==> src/rtl/framing_pkg.sv <==
// rtl/framing_pkg.sv - shared framing constants, state encoding and escape rule (honours FRAMER_ESCAPE_START_EN)
package framing_pkg;

    // Default delimiter values, shared with the receive-side deframer.
    localparam logic [7:0] ESCAPE_BYTE_DEF = 8'h7F;
    localparam logic [7:0] START_BYTE_DEF  = 8'h7D;
    localparam logic [7:0] STOP_BYTE_DEF   = 8'h7E;

    // When set, payload bytes equal to START are escaped too, so a receiver
    // can resynchronise on any raw START it sees on the link.
`ifdef FRAMER_ESCAPE_START_EN
    localparam logic ESCAPE_START = 1'b1;
`else
    localparam logic ESCAPE_START = 1'b0;
`endif

    typedef enum logic [1:0] {
        IDLE = 2'd0,
        DATA = 2'd1,
        ESC  = 2'd2,
        STOP = 2'd3
    } state_t;

    // A payload byte must be prefixed with ESCAPE when it collides with a
    // byte the receiver treats as framing.
    function automatic logic needs_escape(
        input logic [7:0] b,
        input logic [7:0] esc_b,
        input logic [7:0] start_b,
        input logic [7:0] stop_b
    );
        return (b == esc_b) || (b == stop_b) || (ESCAPE_START && (b == start_b));
    endfunction

endpackage

==> src/rtl/axi4s_framer.sv <==
// rtl/axi4s_framer.sv - AXI4-Stream byte framer: START, escaped payload, STOP (option: FRAMER_ESCAPE_START_EN)
module axi4s_framer
    import framing_pkg::*;
#(
    parameter logic [7:0] ESCAPE_BYTE = ESCAPE_BYTE_DEF,
    parameter logic [7:0] START_BYTE  = START_BYTE_DEF,
    parameter logic [7:0] STOP_BYTE   = STOP_BYTE_DEF
) (
    input  logic       aclk,
    input  logic       areset,
    input  logic       target_tvalid,
    output logic       target_tready,
    input  logic [7:0] target_tdata,
    input  logic       target_tlast,
    output logic       initiator_tvalid,
    input  logic       initiator_tready,
    output logic [7:0] initiator_tdata,
    output logic       initiator_tlast
);

    state_t     state_q, state_d;
    logic       tvalid_q, tvalid_d;
    logic [7:0] tdata_q, tdata_d;
    logic       tlast_q, tlast_d;
    logic       out_free;
    logic       needs_esc;

    assign out_free  = !tvalid_q || initiator_tready;
    assign needs_esc = needs_escape(target_tdata, ESCAPE_BYTE, START_BYTE, STOP_BYTE);

    // ESC consumes the byte that DATA refused; the input is held stable by the
    // upstream handshake, so no local copy of it is kept.
    assign target_tready = out_free && (((state_q == DATA) && !needs_esc) || (state_q == ESC));

    assign initiator_tvalid = tvalid_q;
    assign initiator_tdata  = tdata_q;
    assign initiator_tlast  = tlast_q;

    // Next-state and output-slot load; everything holds while the slot is occupied and stalled.
    always_comb begin
        state_d  = state_q;
        tvalid_d = tvalid_q;
        tdata_d  = tdata_q;
        tlast_d  = tlast_q;
        if (out_free) begin
            tvalid_d = 1'b0;
            tlast_d  = 1'b0;
            case (state_q)
                IDLE: begin
                    if (target_tvalid) begin
                        tvalid_d = 1'b1;
                        tdata_d  = START_BYTE;
                        state_d  = DATA;
                    end
                end
                DATA: begin
                    if (target_tvalid) begin
                        tvalid_d = 1'b1;
                        if (needs_esc) begin
                            tdata_d = ESCAPE_BYTE;
                            state_d = ESC;
                        end else begin
                            tdata_d = target_tdata;
                            state_d = target_tlast ? STOP : DATA;
                        end
                    end
                end
                ESC: begin
                    if (target_tvalid) begin
                        tvalid_d = 1'b1;
                        tdata_d  = target_tdata;
                        state_d  = target_tlast ? STOP : DATA;
                    end
                end
                STOP: begin
                    tvalid_d = 1'b1;
                    tdata_d  = STOP_BYTE;
                    tlast_d  = 1'b1;
                    state_d  = IDLE;
                end
            endcase
        end
    end

    // FSM and output slot registers; reset drops any partial frame.
    always_ff @(posedge aclk) begin
        if (areset) begin
            state_q  <= IDLE;
            tvalid_q <= 1'b0;
            tdata_q  <= 8'h00;
            tlast_q  <= 1'b0;
        end else begin
            state_q  <= state_d;
            tvalid_q <= tvalid_d;
            tdata_q  <= tdata_d;
            tlast_q  <= tlast_d;
        end
    end

endmodule

==> config.mk <==
export PLATFORM = sky130hd
export DESIGN_NAME = axi4s_framer
export DESIGN_NICKNAME = d
export VERILOG_FILES = /design/src/rtl/framing_pkg.sv /design/src/rtl/axi4s_framer.sv
export SDC_FILE = /design/constraint.sdc
export NUM_CORES = 1
export LEC_CHECK = 0
export CAP_MARGIN = 15
export CELL_PAD_IN_SITES_DETAIL_PLACEMENT = 0
export CELL_PAD_IN_SITES_GLOBAL_PLACEMENT = 1
export CORE_MARGIN = 3
export CORE_UTILIZATION = 32
export CTS_CLUSTER_DIAMETER = 200
export DETAILED_ROUTE_END_ITERATION = 6
export PLACE_DENSITY_LB_ADDON = 0.25
export SLEW_MARGIN = 30
export SYNTH_ARGS = -nofsm -noshare
export SYNTH_HDL_FRONTEND = slang
export SYNTH_SLANG_ARGS = --single-unit
==> constraint.sdc <==
create_clock -name aclk -period 1.7 [get_ports aclk]
set_input_delay 0.34 -clock aclk [delete_from_list [all_inputs] [get_ports aclk]]
set_output_delay 0.34 -clock aclk [all_outputs]
set_load 0.02 [all_outputs]
==> results of run 1 <==
-- worst register-to-register path: stages, from the launching register on --
cell     delay [ns]
dfxtp_1        0.36
buf_4          0.19
a21oi_2        0.23
nor2_4         0.08
o221a_1        0.24
-- power by group --
| part | internal (mW) | switching (mW) |
|---|---|---|
| clock | 0.130 | 0.106 |
| sequential | 0.302 | 0.0138 |
| combinational | 0.0966 | 0.0827 |
| total | 0.528 | 0.202 |
-- stage by stage --
stage               util, %  worst slack [ns]
finish                 57.8            0.0414
global route           57.8          -0.00355
global placement       54.3            -0.411
detailed placement     54.3            -0.416
CTS                    56.8           0.00972
floorplan                 -             0.396
-- registers in the layout, summed over array words and instances (netlist names) --
register / count
state_q: 2
initiator_tdata: 8
initiator_tvalid: 1
initiator_tlast: 1
-- logic make-up after synthesis --
logic type | Yosys count | share of synthesized area [%]
simple gates | 16 | 19.3
flops | 12 | 40.3
buf+inv | 6 | 6.71
compound gates | 22 | 29.1
xor+xnor | 1 | 4.61
-- placed cells by master (no fill, tap or decap), types with 2 or more instances in the layout --
cell type        synthesis  final
buf_4                    0     11
nand2_1                  4      4
clkdlybuf4s50_1          0     18
o221a_1                  5      5
dfxtp_1                 12     11
dlymetal6s2s_1           0      3
clkbuf_4                 0      3
nand4b_1                 2      2
o21ai_0                  4      4
a21oi_1                  4      4
-- area by class of cell --
class / count / area, sq um
clock buffer: 4 / 36.3
fill: 145 / 688
inverter: 2 / 7.51
multi-input combinational: 39 / 317
sequential: 12 / 241
tap: 24 / 30.0
timing repair buffer: 33 / 309
-- timing repair --
item,in CTS,in global routing
pin swaps,1,3
hold buffers,0,0
gates resized for setup,7,3
endpoints found under the setup margin,1,1
setup buffers,1,1
-- per-layer routing --
metal  wire length, um  vias up  GRT usage (%)
met5                 0        -              0
met4                37        0           9.95
met3                67        6           4.28
met2               682       17           19.2
met1               699      255           17.0
li1                  -      288              -
-- worst paths after layout --
path	from	to	slack, ns	cells after the start
worst max-delay path	target_tdata[1]	target_tready	0.04	4
worst min register to register	initiator_tdata[0]	initiator_tdata[0]	0.47	2
worst max register to register	state_q[0]	initiator_tdata[5]	0.49	4
worst min-delay path	target_tdata[6]	initiator_tdata[6]	0.38	2
==> summary.md, run 1 <==
| Metric | Value |
|---|---|
| Status | completed |
| Worst Path Required | around 1.4 ns |
| Avg Cell Area, Syn | 10.5 sq um |
| Rel. slew slack | approximately four fifths |
| Synth area leaders | dfxtp_1 (40%), o221a_1 (9.4%), xor2_4 (4.6%) |
| Post-Syn Area | between 500 and 600 sq um |
| Non-Filler Instances | 114 |
| GR Util All Layers | between 10% and 20% |
| Setup TNS | 0 ns |
| Critical-path maximum fanout | 2 |
| DRC viols | 0 |
| Syn. warnings | 0 |
| Worst Path Arrival | 1.32 ns |
| Initial Utilization | between 30% and 40% |
| Worst path top cell family by delay | buffers and inverters |
| Minimum clock period | 1.66 ns |
| Count of cell types in the netlist | 31 |
| CTS sink count | 12 |
| Hpwl dp | between 1000 and 1500 um |
| Num CTS Buffers | 3 |
| Worst-path clk slew | ~0.080 ns |
| Port bufs | 23 |
| Hold Path Class | input port to flop |
| Final Power | about 730 uW |
| Die Span X | just under 50 um |
| Pin count of the biggest net entering global routing | 10 |
| Via count | around 570 |
| Vias in the first global route | 561 |
| Share of layout cells above drive strength 1 | a little under a quarter |
| Dpl cells | between 100 and 150 |
| Final #Nets | 104 |
| Vias/cell | slightly below 5 |
| Placement row count | 14 |
| CP Buf/Inv Count | 2 |
| DR pass1 iterations | 4 |
| Gp weighted congestion | roughly 0.75 |
| Slowest-stage cell, CP | clkdlybuf4s50_1 |
| Core Region | 0.00163 sq mm |
| Leading area contributor after synthesis | dfxtp_1 |
| Initial DRC count | 4 |
| Fmax | roughly 600 MHz |
| Area growth syn-to-layout | 57.7% |
| # IOs | 24 |
| Synthesized Nets | 70 |
| Commonest cells in the netlist | dfxtp_1 (12), o221a_1 (5), a21oi_1 (4), nand2_1 (4), o21ai_0 (4) |
| Crit-path cells | clkdlybuf4s50_1 > nand4b_1 > o211a_1 > buf_4 |
| Clock root buffer | clkbuf_4 |
| CTS Buffer Depth | 2 |
| Remaining antenna violation count after routing | 0 |
| Number of synthesized flops with an enable pin | 0 |
| Initial antenna violation count | 0 |
| Worst Skew | ~0.0085 ns |
| Top-count cell post-synth | dfxtp_1 |
| Sequential share of the synthesized area | about two fifths |
| Worst hold slack | approximately 0.38 ns |
| Post-synthesis cell count | 57 |
| First-pass GRT wire length | about 2400 um |
| Placed Area | approximately 880 sq um |
| MaxCap Viol Count | 0 |
| Finished Cell Area | around 940 sq um |
| Leakage power | around 0.38 nW |
| Detailed Route WL | about 1500 um |
| Final Cycle Share | between 90% and 100% |
| Worst-Margin Slew | between 0.3 and 0.4 ns |
| Main synth FF type | dfxtp_1 |
| Final Slew Violations | 0 |
| Critical path capture point type | primary output |
| Wire per inst | 13.0 um |
| Die area | between 0.002 and 0.0025 sq mm |
| Pwr dens | about 780 mW/mm^2 |
| Setup crit start kind | input port |
| DIE HEIGHT | 49.2 um |
| Worst VDD drop | around 0.35 mV |
| Post-synthesis register bit count | 12 |
| N_diodes | 0 |
| Grt ovf | 0 |
| CP peak stage delay | 0.49 ns |
| H-tree depth reported by CTS | 1 |
| CTS tree | done |
| Setup-failing EPs final | 0 |
| Hold violation count in the final report | 0 |
| Asr flop ratio synth | 0% |
| Share of the synthesized area in the top cell type | between 40% and 50% |
| CP Class | input port to primary output |
| Clk Latency, worst-skew pair | ~0.28 ns |
(Power assumes the default switching activity.)
==> inputs of run 2 (changes only) <==
--- a/config.mk
+++ b/config.mk
@@ -13,6 +13,8 @@
 export CTS_CLUSTER_DIAMETER = 200
 export DETAILED_ROUTE_END_ITERATION = 6
 export PLACE_DENSITY_LB_ADDON = 0.25
+export RECOVER_POWER = 25
+export REMOVE_ABC_BUFFERS = 1
 export SLEW_MARGIN = 30
 export SYNTH_ARGS = -nofsm -noshare
 export SYNTH_HDL_FRONTEND = slang
==> run 2 against run 1 <==
  * First-iteration DRC count is 25% higher
  * Wire length is 2.6% higher
  * Combinational power is 4% higher
  * Final cell count is 1.8% higher
  * Fmax is 1.6% lower
  * Worst hold slack better by 0.0066 ns
==> summary.md, run 2 (same netlist as run 1, synthesis figures left out) <==
| Metric | Value |
|---|---|
| Status | completed |
| Hold violation count in the final report | 0 |
| Die area | between 0.002 and 0.0025 sq mm |
| # IOs | 24 |
| Setup crit end | target_tready |
| Remaining antenna violation count after routing | 0 |
| Internal | 486 uW |
| Place WS | -0.409 ns |
| Share of layout cells above drive strength 1 | a little over a fifth |
| Hold_buf cts | 0 |
| Worst reg2reg path depth | 6 |
| GR Util All Layers | ~14% |
| Final Power | roughly 670 uW |
| CTS tree | done |
| Detailed Route WL | between 1500 and 2000 um |
| Worst Path Arrival | roughly 1.4 ns |
| MaxCap Viol Count | 0 |
| Slowest-stage cell, CP | clkdlybuf4s50_1 |
| First-pass GRT wire length | 2610 um |
| DRC viols | 0 |
| Worst-path clk slew | ~0.07 ns |
| Vias/cell | 5.20 |
| Hpwl dp | ~1200 um |
| CP peak stage delay | 0.48 ns |
| Core Region | roughly 0.0016 sq mm |
| Commonest non-fill, non-tap cell in the layout | clkdlybuf4s50_1 |
| Initial Utilization | between 30% and 40% |
| Final Slew Violations | 0 |
| Dpl cells | 111 |
| Reg power frac | approximately 47% |
| Area growth syn-to-layout | 57.7% |
| Setup slack, reg-to-reg | 0.24 ns |
| Wire per inst | roughly 13 um |
| DR pass1 iterations | 4 |
| Pin count of the biggest net entering global routing | 10 |
| Worst-Margin Slew | between 0.3 and 0.4 ns |
| RR Endpoint | state_q[0] |
| Port bufs | 23 |
| Worst hold slack | between 0.3 and 0.4 ns |
| Setup crit start kind | input port |
| Worst Skew | 0.00152 ns |
| Core Util, Final | 57.8% |
| Fmax | 593 MHz |
| Leakage power | about 0.38 nW |
| Worst VDD drop | ~0.56 mV |
| Placement row count | 14 |
| CTS sink count | 12 |
| Initial DRC count | 5 |
| Comb pwr share | 28.0% |
| Most frequent cells in the layout | clkdlybuf4s50_1 (18), buf_4 (13), dfxtp_1 (12) |
| Worst Path Required | 1.36 ns |
| Setup ws final | about 0.014 ns |
| DIE HEIGHT | roughly 49 um |
| Gp weighted congestion | approximately 0.73 |
| Minimum clock period | around 1.7 ns |
| Sw power | ~180 uW |
| N_diodes | 0 |
| Final Cycle Share | 99.2% |
| Max reg flops | 8 |
| Hold Path Class | input port to flop |
| Initial antenna violation count | 0 |
| Num CTS Buffers | 3 |
| Critical-path maximum fanout | 2 |
| CP Class | input port to primary output |
| Reg-to-Reg Start | state_q[1] |
| Worst Setup SP | target_tdata[2] |
| Rel. slew slack | between 70% and 80% |
| Clock root buffer | clkbuf_4 |
| H-tree depth reported by CTS | 1 |
| Clk network pwr share | around 25% |
| Grt ovf | 0 |
| CTS Buffer Depth | 2 |
| Final #Nets | about 110 |
| Setup-failing EPs final | 0 |
| Clk Latency, worst-skew pair | between 0.2 and 0.3 ns |
| Vias in the first global route | about 600 |
| Crit-path cells | clkdlybuf4s50_1 > nand4b_1 > o211a_1 > buf_4 |
| Pwr dens | between 700 and 800 mW/mm^2 |
| Sw Ratio | 27.6% |
| Critical path capture point type | primary output |
| Non-Filler Instances | around 120 |
| Via count | between 600 and 700 |
| Die Span X | a little under 50 um |
==> run 2: cell type report <==
class	count	area (sq um)
Multi-Input combinational cell	39	313
Sequential cell	12	240
Clock buffer	3	22.5
Inverter	2	7.51
Tap cell	24	30.0
Timing Repair Buffer	36	328
Fill cell	163	688
==> run 2: repair_timing <==
| action | in CTS | in global routing |
|---|---|---|
| resized for setup | 6 | 3 |
| pin swaps | 2 | 3 |
| gates cloned | 0 | 0 |
| setup endpoints to repair | 1 | 1 |
| hold endpoints to repair | 0 | 0 |
| buffers inserted | 1 | 1 |
==> run 2: power by group through the flow <==
stage                     clock [mW]  combinational, mW  sequential [mW]
final                          0.168              0.187            0.315
after CTS                      0.177              0.190            0.315
after global placement             0              0.189            0.321
after floorplan                    0             0.0568            0.346
after detailed placement           0              0.189            0.322
after global routing           0.189              0.202            0.318
==> run 2: how the worst min path moves through the flow <==
stage	from	endpoint	cells past startpoint
floorplan	areset	initiator_tdata[7]	1
global placement	initiator_tlast	initiator_tlast	2
detailed placement	initiator_tlast	initiator_tlast	2
CTS	initiator_tlast	initiator_tlast	2
global route	target_tdata[4]	initiator_tdata[4]	2
finish	target_tdata[5]	initiator_tdata[5]	2
==> run 2: critical path, delay by kind of cell <==
family / cells / cell delay (ns)
buffers and inverters: 2 / 0.63
AO/OA/AOI/OAI: 1 / 0.23
AND/OR/NAND/NOR: 1 / 0.14
==> run 2: per-layer routing <==
metal / track usage [%] / vias up / routed length (um)
met4: 1.42 / 0 / 0
met2: 22.3 / 26 / 719
met5: 0 / - / 0
met1: 16.7 / 285 / 673
met3: 7.03 / 0 / 132
li1: - / 292 / -
==> run 2: per-stage QoR <==
stage | TNS (ns) | instance area, sq um
final | 0 | 941
after global placement | -0.388 | 907
after floorplan | 0 | 564
after global routing | -0.0206 | 941
after detailed placement | -0.409 | 907
after CTS | 0 | 933
